===== src/rtl/ccb_pkg.sv =====
// Shared types and constants for the CCB access requester.
package ccb_pkg;

    // Requester FSM states
    typedef enum logic [1:0] {
        IDLE = 2'd0,
        REQ  = 2'd1,
        XFER = 2'd2,
        REL  = 2'd3
    } ccb_state_e;

    // Bit positions within the two-bit arag handshake pair
    localparam int REQ_BIT = 1;
    localparam int GNT_BIT = 0;

endpackage


===== src/rtl/ccb_req_fifo.sv =====
// Pending-word buffer for the CCB requester. DEPTH must be a power of two.
// Pointers wrap modulo DEPTH and the count is one bit wider than a pointer.
// A push offered while full is refused even if a pop happens in the same
// cycle, so "full" always reflects the count before that cycle's pop.
module ccb_req_fifo #(
    parameter int DATA_W = 8,
    parameter int DEPTH  = 4
) (
    input  logic                     clk_i,
    input  logic                     rst_ni,
    input  logic                     push_i,
    input  logic [DATA_W-1:0]        wdata_i,
    input  logic                     pop_i,
    output logic [DATA_W-1:0]        rdata_o,
    output logic                     full_o,
    output logic                     empty_o,
    output logic [$clog2(DEPTH):0]   count_o
);

    localparam int AW = $clog2(DEPTH);
    localparam int CW = AW + 1;

    logic [DATA_W-1:0] mem_q [DEPTH];
    logic [AW-1:0]     wr_ptr_q;
    logic [AW-1:0]     rd_ptr_q;
    logic [CW-1:0]     count_q;
    logic              push_ok;
    logic              pop_ok;

    assign full_o  = (count_q == CW'(DEPTH));
    assign empty_o = (count_q == '0);
    assign push_ok = push_i & ~full_o;
    assign pop_ok  = pop_i & ~empty_o;
    assign rdata_o = mem_q[rd_ptr_q];
    assign count_o = count_q;

    // Pointer and occupancy bookkeeping
    always_ff @(posedge clk_i or negedge rst_ni) begin
        if (!rst_ni) begin
            wr_ptr_q <= '0;
            rd_ptr_q <= '0;
            count_q  <= '0;
        end else begin
            if (push_ok) begin
                wr_ptr_q <= wr_ptr_q + 1'b1;
            end
            if (pop_ok) begin
                rd_ptr_q <= rd_ptr_q + 1'b1;
            end
            case ({push_ok, pop_ok})
                2'b10:   count_q <= count_q + 1'b1;
                2'b01:   count_q <= count_q - 1'b1;
                default: count_q <= count_q;
            endcase
        end
    end

    // Word storage; contents are don't-care until written
    always_ff @(posedge clk_i) begin
        if (push_ok) begin
            mem_q[wr_ptr_q] <= wdata_i;
        end
    end

endmodule


===== src/rtl/ccb_access_requester.sv =====
// CCB access requester: buffers local words, requests the bus through the
// arag req/gnt pair, drives up to BURST_MAX words per grant, then releases.
// Optional build macro CCB_REQ_TIMEOUT_EN adds a MAX_WAIT-cycle grant-wait
// timeout in REQ; without it REQ waits indefinitely.
module ccb_access_requester
    import ccb_pkg::*;
#(
    parameter int DATA_W     = 8,
    parameter int FIFO_DEPTH = 4,
    parameter int BURST_MAX  = 4,
    parameter int MAX_WAIT   = 64
) (
    input  logic              fastClk,
    input  logic              rstN,
    input  logic              wrValid,
    input  logic [DATA_W-1:0] wrData,
    output logic              wrReady,
    output logic              aragReq,
    input  logic              aragGnt,
    output logic [DATA_W-1:0] ccbData,
    output logic              ccbValid,
    output logic              errPulse
);

    localparam int CW = $clog2(FIFO_DEPTH) + 1;
    localparam int BW = $clog2(BURST_MAX + 1);

    ccb_state_e        state_q, state_d;
    logic              aragReq_q, aragReq_d;
    logic              ccbValid_q, ccbValid_d;
    logic [DATA_W-1:0] ccbData_q, ccbData_d;
    logic              errPulse_q, errPulse_d;
    logic [BW-1:0]     burst_q, burst_d;
    logic [1:0]        arag_w;
    logic              gnt_w;
    logic              push_w;
    logic              pop_w;
    logic              fifo_full;
    logic              fifo_empty;
    logic [CW-1:0]     fifo_cnt;
    logic [DATA_W-1:0] fifo_rdata;
`ifdef CCB_REQ_TIMEOUT_EN
    localparam int WW = $clog2(MAX_WAIT + 1);
    logic [WW-1:0]     wait_q, wait_d;
`endif

    assign arag_w[REQ_BIT] = aragReq_q;
    assign arag_w[GNT_BIT] = aragGnt;
    assign aragReq  = arag_w[REQ_BIT];
    assign gnt_w    = arag_w[GNT_BIT];
    assign wrReady  = ~fifo_full;
    assign push_w   = wrValid & ~fifo_full;
    assign ccbValid = ccbValid_q;
    assign ccbData  = ccbData_q;
    assign errPulse = errPulse_q;

    ccb_req_fifo #(
        .DATA_W (DATA_W),
        .DEPTH  (FIFO_DEPTH)
    ) u_fifo (
        .clk_i   (fastClk),
        .rst_ni  (rstN),
        .push_i  (push_w),
        .wdata_i (wrData),
        .pop_i   (pop_w),
        .rdata_o (fifo_rdata),
        .full_o  (fifo_full),
        .empty_o (fifo_empty),
        .count_o (fifo_cnt)
    );

    // Next-state and registered-output decode
    always_comb begin
        state_d    = state_q;
        aragReq_d  = aragReq_q;
        ccbValid_d = 1'b0;
        ccbData_d  = '0;
        errPulse_d = 1'b0;
        burst_d    = burst_q;
        pop_w      = 1'b0;
`ifdef CCB_REQ_TIMEOUT_EN
        wait_d     = wait_q;
`endif
        case (state_q)
            IDLE: begin
                aragReq_d = 1'b0;
                burst_d   = '0;
`ifdef CCB_REQ_TIMEOUT_EN
                wait_d    = '0;
`endif
                if (!fifo_empty) begin
                    state_d   = REQ;
                    aragReq_d = 1'b1;
                end
            end
            REQ: begin
                aragReq_d = 1'b1;
                if (gnt_w) begin
                    state_d = XFER;
                end
`ifdef CCB_REQ_TIMEOUT_EN
                else if (wait_q == WW'(MAX_WAIT - 1)) begin
                    aragReq_d  = 1'b0;
                    errPulse_d = 1'b1;
                    state_d    = REL;
                end else begin
                    wait_d = wait_q + 1'b1;
                end
`endif
            end
            XFER: begin
                if (!gnt_w) begin
                    // Grant lost mid-burst: stop popping, flag it, release
                    errPulse_d = 1'b1;
                    aragReq_d  = 1'b0;
                    state_d    = REL;
                end else if (!fifo_empty) begin
                    pop_w      = 1'b1;
                    ccbValid_d = 1'b1;
                    ccbData_d  = fifo_rdata;
                    burst_d    = burst_q + 1'b1;
                    // Last word of the burst, or the buffer drains with this pop
                    if ((burst_q == BW'(BURST_MAX - 1)) ||
                        ((fifo_cnt == CW'(1)) && !push_w)) begin
                        aragReq_d = 1'b0;
                        state_d   = REL;
                    end
                end else begin
                    aragReq_d = 1'b0;
                    state_d   = REL;
                end
            end
            REL: begin
                aragReq_d = 1'b0;
                if (!gnt_w) begin
                    state_d = IDLE;
                end
            end
            default: begin
                aragReq_d = 1'b0;
                state_d   = IDLE;
            end
        endcase
    end

    // State and output registers
    always_ff @(posedge fastClk or negedge rstN) begin
        if (!rstN) begin
            state_q    <= IDLE;
            aragReq_q  <= 1'b0;
            ccbValid_q <= 1'b0;
            ccbData_q  <= '0;
            errPulse_q <= 1'b0;
            burst_q    <= '0;
        end else begin
            state_q    <= state_d;
            aragReq_q  <= aragReq_d;
            ccbValid_q <= ccbValid_d;
            ccbData_q  <= ccbData_d;
            errPulse_q <= errPulse_d;
            burst_q    <= burst_d;
        end
    end

`ifdef CCB_REQ_TIMEOUT_EN
    // Grant-wait counter, cleared in IDLE and advanced in REQ
    always_ff @(posedge fastClk or negedge rstN) begin
        if (!rstN) begin
            wait_q <= '0;
        end else begin
            wait_q <= wait_d;
        end
    end
`endif

endmodule


===== config.mk =====
export PLATFORM = sky130hd
export DESIGN_NAME = ccb_access_requester
export DESIGN_NICKNAME = d
export VERILOG_FILES = /design/src/rtl/ccb_pkg.sv /design/src/rtl/ccb_req_fifo.sv /design/src/rtl/ccb_access_requester.sv
export SDC_FILE = /design/constraint.sdc
export NUM_CORES = 1
export LEC_CHECK = 0
export CORE_ASPECT_RATIO = 0.7
export CORE_MARGIN = 4
export CORE_UTILIZATION = 50
export CTS_CLUSTER_SIZE = 28
export DETAILED_ROUTE_END_ITERATION = 8
export GPL_TIMING_DRIVEN = 0
export PLACE_DENSITY = 0.72
export SETUP_SLACK_MARGIN = 0.2
export SLEW_MARGIN = 20
export SYNTH_ARGS = -nofsm -noshare
export SYNTH_HDL_FRONTEND = slang
export SYNTH_SLANG_ARGS = --single-unit
export TNS_END_PERCENT = 1

===== constraint.sdc =====
create_clock -name fastClk -period 2.3 [get_ports fastClk]
set_input_delay 0.23 -clock fastClk [delete_from_list [all_inputs] [get_ports fastClk]]
set_output_delay 0.23 -clock fastClk [all_outputs]
set_load 0.005 [all_outputs]

# Word level (Yosys, flattened, before mapping)
# Memory sizes are Yosys's and may differ from the RTL's.
# Index checks and enable logic that the tools add are counted.
[totals]
register_bits = 23
ramBits = 32
input_bits = 12
out_inout_bits = 12
word_cells = 68
n_memories = 1
[op_classes]
add_sub_neg = 5
n_eq_ne = 14
n_mux = 25
n_bitwise = 5
n_reduce_logical = 9
[memory_table]
columns = ["memory", "words", "width", "rd", "rd_ports_with_merged_regs", "wr", "line", "rtl"]
rows = [
  ["u_fifo.mem_q", 4, 8, 1, 0, 1, "ccb_req_fifo.sv:23", "logic [DATA_W-1:0] mem_q [DEPTH];"],
]
[ops]
columns = ["operator", "n"]
rows = [
  ["8-bit 2-to-1 mux", 3],
  ["2-bit 2-to-1 mux", 6],
  ["3-bit one-hot mux with 2 select lines", 2],
  ["1-bit 2-to-1 mux", 10],
  ["2-bit != test, second input constant", 5],
  ["2-bit one-hot mux with 4 select lines", 1],
  ["3-bit by 1-bit adder with 3-bit output, second input constant", 2],
  ["2-bit equality test, second input constant", 3],
  ["3-bit 2-to-1 mux", 2],
  ["2-bit by 1-bit adder with 2-bit output, second input constant", 2],
  ["2-bit by 1-bit equality test with 1-bit output, second input constant", 2],
  ["4-bit != test, second input constant", 1],
  ["1-bit one-hot mux with 4 select lines", 1],
  ["4-bit AND reduction", 1],
  ["2-bit nonzero test", 2],
  ["1-bit bitwise AND", 3],
  ["3-bit by 1-bit equality test with 1-bit output, second input constant", 1],
  ["3-bit by 2-bit equality test with 1-bit output, second input constant", 1],
  ["3-bit equality test, second input constant", 1],
  ["3-bit logical NOT", 1],
  ["3-bit AND reduction", 1],
  ["3-bit by 1-bit subtractor with 3-bit output, second input constant", 1],
  ["2-bit logical NOT", 1],
  ["1-bit inverter", 2],
  ["other kinds (3)", 3],
]

# Longest topological paths before layout
[logic_depth]
word_depth = 10
mapped_depth = 10
ltp_nobuf = 9

# Modules after synthesis
# A second synthesis with hierarchy kept.
[unflattened]
cells_unflattened = 141
hier_area_um2 = 2307.2
[by_module_without_submodules]
columns = ["mod", "n_inst", "cells_each", "area_per_inst_um2", "seq_area_each_um2"]
rows = [
  ["ccb_req_fifo", 1, 80, 1584.0, 1136.1],
  ["ccb_access_requester", 1, 61, 723.2, 400.4],
]

# Worst setup path before layout
# Ideal clock, no wire load.
[synth_path]
path_type = "register to register"
start = "register u_fifo.count_q[0], in the netlist u_fifo.count_o[0]"
end = "register u_fifo.count_q[2], in the netlist u_fifo.count_o[2]"
setup_ns = 0.125
arrival_time_ns = 1.702
required_time_ns = 2.175
setup_slack_ns = 0.473
stages_incl_launch_ff = 11
path_buffers = 1
synth_period_minus_slack_ns = 1.827
cell_sequence = "dfrtp_1 inv_1 ha_1 nand2b_1 nand3_2 inv_1 buf_2 ha_1 mux2i_1 nor2_1 xor2_1"
[synth_via]
elab_chain_cells = 7
word_cells_on_any_way = 16
cone_classes = "2 x add/sub; 3 x eq/ne; 4 x mux; 5 x bitwise; 2 x reduce/logical"
[synth_rtl]
columns = ["item", "line", "rtl"]
rows = [
  ["start, declared", "ccb_req_fifo.sv:26", "logic [CW-1:0] count_q;"],
  ["start signal, assigned", "ccb_req_fifo.sv:51", "2'b10: count_q <= count_q + 1'b1;"],
  ["start signal, assigned", "ccb_req_fifo.sv:52", "2'b01: count_q <= count_q - 1'b1;"],
  ["start signal, assigned", "ccb_req_fifo.sv:53", "default: count_q <= count_q;"],
  ["3-bit logical NOT (*)", "ccb_req_fifo.sv:31", "assign empty_o = (count_q == '0);"],
  ["1-bit 2-to-1 mux", "ccb_access_requester.sv:117", "end else if (!fifo_empty) begin"],
  ["1-bit 2-to-1 mux", "ccb_access_requester.sv:112", "if (!gnt_w) begin"],
  ["1-bit 2-to-1 mux", "ccb_access_requester.sv:84", "case (state_q)"],
  ["1-bit bitwise AND (*)", "ccb_req_fifo.sv:33", "assign pop_ok = pop_i & ~empty_o;"],
  ["via u_fifo.pop_ok", "ccb_req_fifo.sv:28", "logic pop_ok;"],
  ["2-bit by 1-bit equality test with 1-bit output / 2-bit equality test (equally long branches)", "ccb_req_fifo.sv:50", "case ({push_ok, pop_ok})"],
  ["3-bit one-hot mux with 2 select lines / 2-bit nonzero test (equally long branches)", "--", ""],
]
# Mark *: on every way through the listed nets, which the timed path passes. The rest lies on a longest branch.
# A chain may end at the register's enable or synchronous reset.

# Worst setup path after layout
[layout_path]
start = "register u_fifo.count_q[1], in the netlist u_fifo.count_o[1]"
end = "register u_fifo.count_q[2], in the netlist u_fifo.count_o[2]"
# Same word-level chain as after synthesis.

==> flow_summary.rst <==
.. list-table::
   :header-rows: 1

   * - Metric
     - Value
   * - Post-Layout Inst Area
     - 2770 µm²
   * - Half-perimeter wire length of the detailed placement result
     - 2660 µm
   * - Critical Path, Cell by Cell
     - inv_1, ha_1, nand2b_1, nand3_4, inv_1, buf_4, ha_2, mux2i_1, nor2_1, xor2_1
   * - Fin crit period
     - 1980 ps
   * - Number of nets with antenna violations after routing
     - 0
   * - Delay of the slowest cell on the worst path
     - 380 ps
   * - # IOs
     - 24
   * - Multiplexer area fraction after synthesis
     - 9.37%
   * - CP Launch Type
     - flop
   * - Area contributors post-synth
     - sky130_fd_sc_hd__edfxtp_1 (42%), sky130_fd_sc_hd__dfrtp_1 (25%), sky130_fd_sc_hd__ha_1 (8.2%), sky130_fd_sc_hd__mux4_2 (7.8%), sky130_fd_sc_hd__and2_1 (2.5%)
   * - CTS tree
     - built
   * - Top achievable clock speed
     - 506 MHz
   * - 1st-iter DRT viols
     - 68
   * - CP most frequent cell
     - sky130_fd_sc_hd__inv_1
   * - Number of buffer cells added on primary ports
     - 23
   * - Fraction of the yosys area taken by sequential cells
     - 66.9%
   * - Maxcap violations
     - 0
   * - Flip-flop and latch count after synthesis
     - 55
   * - CTS clk-pin slew, worst paths
     - 100 ps
   * - R2r worst-path depth
     - 10
   * - Post-route worst hold slack
     - 442 ps
   * - Syn Area/Cell
     - 16.3 µm²
   * - Vertical die dimension
     - 64.7 µm
   * - Ratio of routed vias to standard cells
     - 5.27
   * - Commonest register cell after synthesis
     - sky130_fd_sc_hd__edfxtp_1
   * - Pin count of the biggest net entering global routing
     - 24
   * - Hold violation total from the final report
     - 0
   * - Core outline area
     - 4380 µm²
   * - Detailed-routing iteration count for the pre-antenna-repair pass
     - 4
   * - Maximum number of buffers from clock root to sink
     - 2
   * - Starting density of the core
     - 52.4%
   * - Maximum VDD drop
     - 0.588 mV
   * - Slowest cell on the critical path
     - sky130_fd_sc_hd__dfrtp_1
   * - Synthesized-area fraction occupied by adder cells
     - 8.17%
   * - Number of placement rows
     - 20
   * - RePlAce Congestion
     - 0.789
   * - Class of the tightest hold or removal check
     - input pin to asynchronous set/reset pin
   * - Overall overflow remaining after global route
     - 0
   * - Worst relative slew slack
     - 59.7%
   * - Synth Area in Compound Gates
     - 1.80%
   * - PwrDens
     - 1190 nW/µm²
   * - Final wirelength
     - 3860 µm
   * - Area share of xor/xnor cells in the synthesized design
     - 2.29%
   * - Number of nets produced by synthesis
     - 168
   * - Worst-Skew Late Latency
     - 310 ps
   * - Global-route wire length before repair
     - 6320 µm
   * - Horizontal die dimension
     - 89.0 µm
   * - Number of inserted diodes
     - 0
   * - Number of distinct library cell variants in the gate-level netlist after synthesis
     - 26
   * - Maximum clock skew at final layout
     - 9.35 ps
   * - Final net count
     - 202
   * - Crit path from
     - u_fifo.count_o[1]
   * - Setup total negative slack
     - 0 ps
   * - Final period util
     - 86.0%
   * - Instance area at placement
     - 2590 µm²
   * - Critical Path AT
     - 2170 ps
   * - CP Capture Type
     - flop
   * - Total global routing track utilization
     - 15.1%
   * - Cell chosen for the clock root
     - sky130_fd_sc_hd__clkbuf_8
   * - Number of H-tree levels
     - 2
   * - Via count
     - 1217
   * - Die area
     - 5760 µm²
   * - Lkg Pwr
     - 1.13 nW
   * - Number of antenna violations at the first check in global routing
     - 0
   * - Outcome
     - complete, no violations
   * - Final cell utilization of the core
     - 63.3%
   * - Syn. warnings
     - 0
   * - Number of global-route vias before repair
     - 1275
   * - Fraction of layout cells with a size suffix above 1
     - 16.5%
   * - Setup-failing EPs final
     - 0
   * - Critical R2R Launch
     - u_fifo.count_o[1]
   * - Synthesized area
     - 2300 µm²
   * - Main combinational cell family by area after synthesis
     - multiplexers
   * - Number of flops mapped to enable cells by yosys
     - 32
   * - Routed len/inst
     - 16.7 µm
   * - Clk sink count
     - 55
   * - Synth Area in Simple Gates
     - 9.21%
   * - DRC violation count after routing
     - 0
   * - Crit Path Category
     - flop to flop
   * - Post-synth top area share
     - 41.9%
   * - Data required time at the worst endpoint
     - 2490 ps
   * - Transition at the pin with the smallest max-transition slack
     - 604 ps
   * - Number of pins exceeding their max-slew limit in the final report
     - 0
   * - Cts bufs inserted
     - 5
   * - Setup repair after global routing missed its margin
     - false
   * - CP Max Fanout
     - 10
   * - Number of standard cells after synthesis
     - 141
   * - Synth-to-Final Area Change
     - 20.7%
   * - Share of async-settable or async-resettable flops after synthesis
     - 41.8%
   * - Largest area contributor in the synthesized netlist
     - sky130_fd_sc_hd__edfxtp_1
==> power by group <==
group | leakage, nW | internal, mW | switching [mW]
sequential | 0.590 | 1.31 | 0.107
combinational | 0.478 | 0.584 | 0.547
clock | 0.0654 | 0.435 | 0.301
total | 1.13 | 2.33 | 0.954
==> placed cells by master, fill, tap and decap left out, drive strengths merged, types with 2 or more instances in the layout <==
master and count:
edfxtp 32, dfrtp 23, clkdlybuf4s50 22, ha 15, inv 10, and2 9
nand2 9, mux4 8, clkbuf 7, o21ai 6, buf 6, xnor2 5
and3 4, nand3 4, nand2b 2, mux2i 2, bufinv 2, nor2 2
==> worst max-delay path: cells and delay by family, from the launching register on <==
family        cells  cell delay, ps
mux               1             190
fa+ha+maj         2             440
xor+xnor          1             140
simple gates      3             350
buf+inv           3             360
flops             1             380
==> final cells by class <==
type | instances | area, µm²
Inverter | 10 | 37.5
Clock inverter | 2 | 60.1
Multi-Input combinational cell | 73 | 721
Timing Repair Buffer | 27 | 258
Tap cell | 55 | 68.8
Fill cell | 322 | 1610
Sequential cell | 55 | 1540
Clock buffer | 6 | 72.6
Buffer | 3 | 16.3
==> layer usage <==
metal / part of all wire [%] / GRT usage (%) / vias up
li1: - / - / 567
met1: 42 / 18.8 / 623
met2: 52 / 25.5 / 22
met3: 4.3 / 3.94 / 5
met4: 1.4 / 5.58 / 0
met5: 0 / 0 / -
==> cells by family (layout without fill, tap and decap cells) <==
kind of cell	Yosys count	in the layout
AOI/OAI and AO/OA	7	7
xor gates and xnor gates	6	6
adders and majority gates	15	15
buffers and inverters	13	48
DFF	55	55
muxes	11	11
and+or+nand+nor	34	34
==> cell usage after synthesis, types with 2 or more instances <==
| library cell | n |
|---|---|
| sky130_fd_sc_hd__and2_1 | 9 |
| sky130_fd_sc_hd__and3_1 | 4 |
| sky130_fd_sc_hd__buf_2 | 2 |
| sky130_fd_sc_hd__dfrtp_1 | 23 |
| sky130_fd_sc_hd__edfxtp_1 | 32 |
| sky130_fd_sc_hd__ha_1 | 15 |
| sky130_fd_sc_hd__inv_1 | 10 |
| sky130_fd_sc_hd__mux2i_1 | 2 |
| sky130_fd_sc_hd__mux4_2 | 8 |
| sky130_fd_sc_hd__nand2_1 | 8 |
| sky130_fd_sc_hd__nand2b_1 | 2 |
| sky130_fd_sc_hd__nand3_1 | 3 |
| sky130_fd_sc_hd__o21ai_0 | 6 |
| sky130_fd_sc_hd__xnor2_1 | 5 |
==> what timing repair did <==
| action | 4_1_cts | 5_1_grt |
|---|---|---|
| gates resized for setup | 0 | 5 |
| buffers inserted | 1 | 2 |
| hold endpoints to repair | 0 | 23 |
| hold buffers | 0 | 1 |
| setup endpoints to repair | 1 | 1 |
==> registers in the layout, summed over array words and instances (netlist names), 2 cells and up <==
register	count
burst_q	3
ccbData	8
state_q	2
u_fifo.count_o	3
u_fifo.mem_q	32
u_fifo.rd_ptr_q	2
u_fifo.wr_ptr_q	2
==> metrics by stage <==
step,std cells,setup WS [ps],total power [mW]
global placement,219,230,2.46
detailed placement,219,148,2.53
finish,231,322,3.29
CTS,228,208,3.28
global route,231,179,3.52
floorplan,141,473,2.17
==> final timing paths <==
path | to | slack [ps]
setup / recovery | u_fifo.count_o[2] | 320
hold / removal | ccbData[7] | 440
setup reg to reg | u_fifo.count_o[2] | 320
hold reg to reg | aragReq | 510
max in group asynchronous | u_fifo.count_o[1] | 1490
min in group fastClk | aragReq | 510
Note: power is estimated with default switching activity, not from simulation.
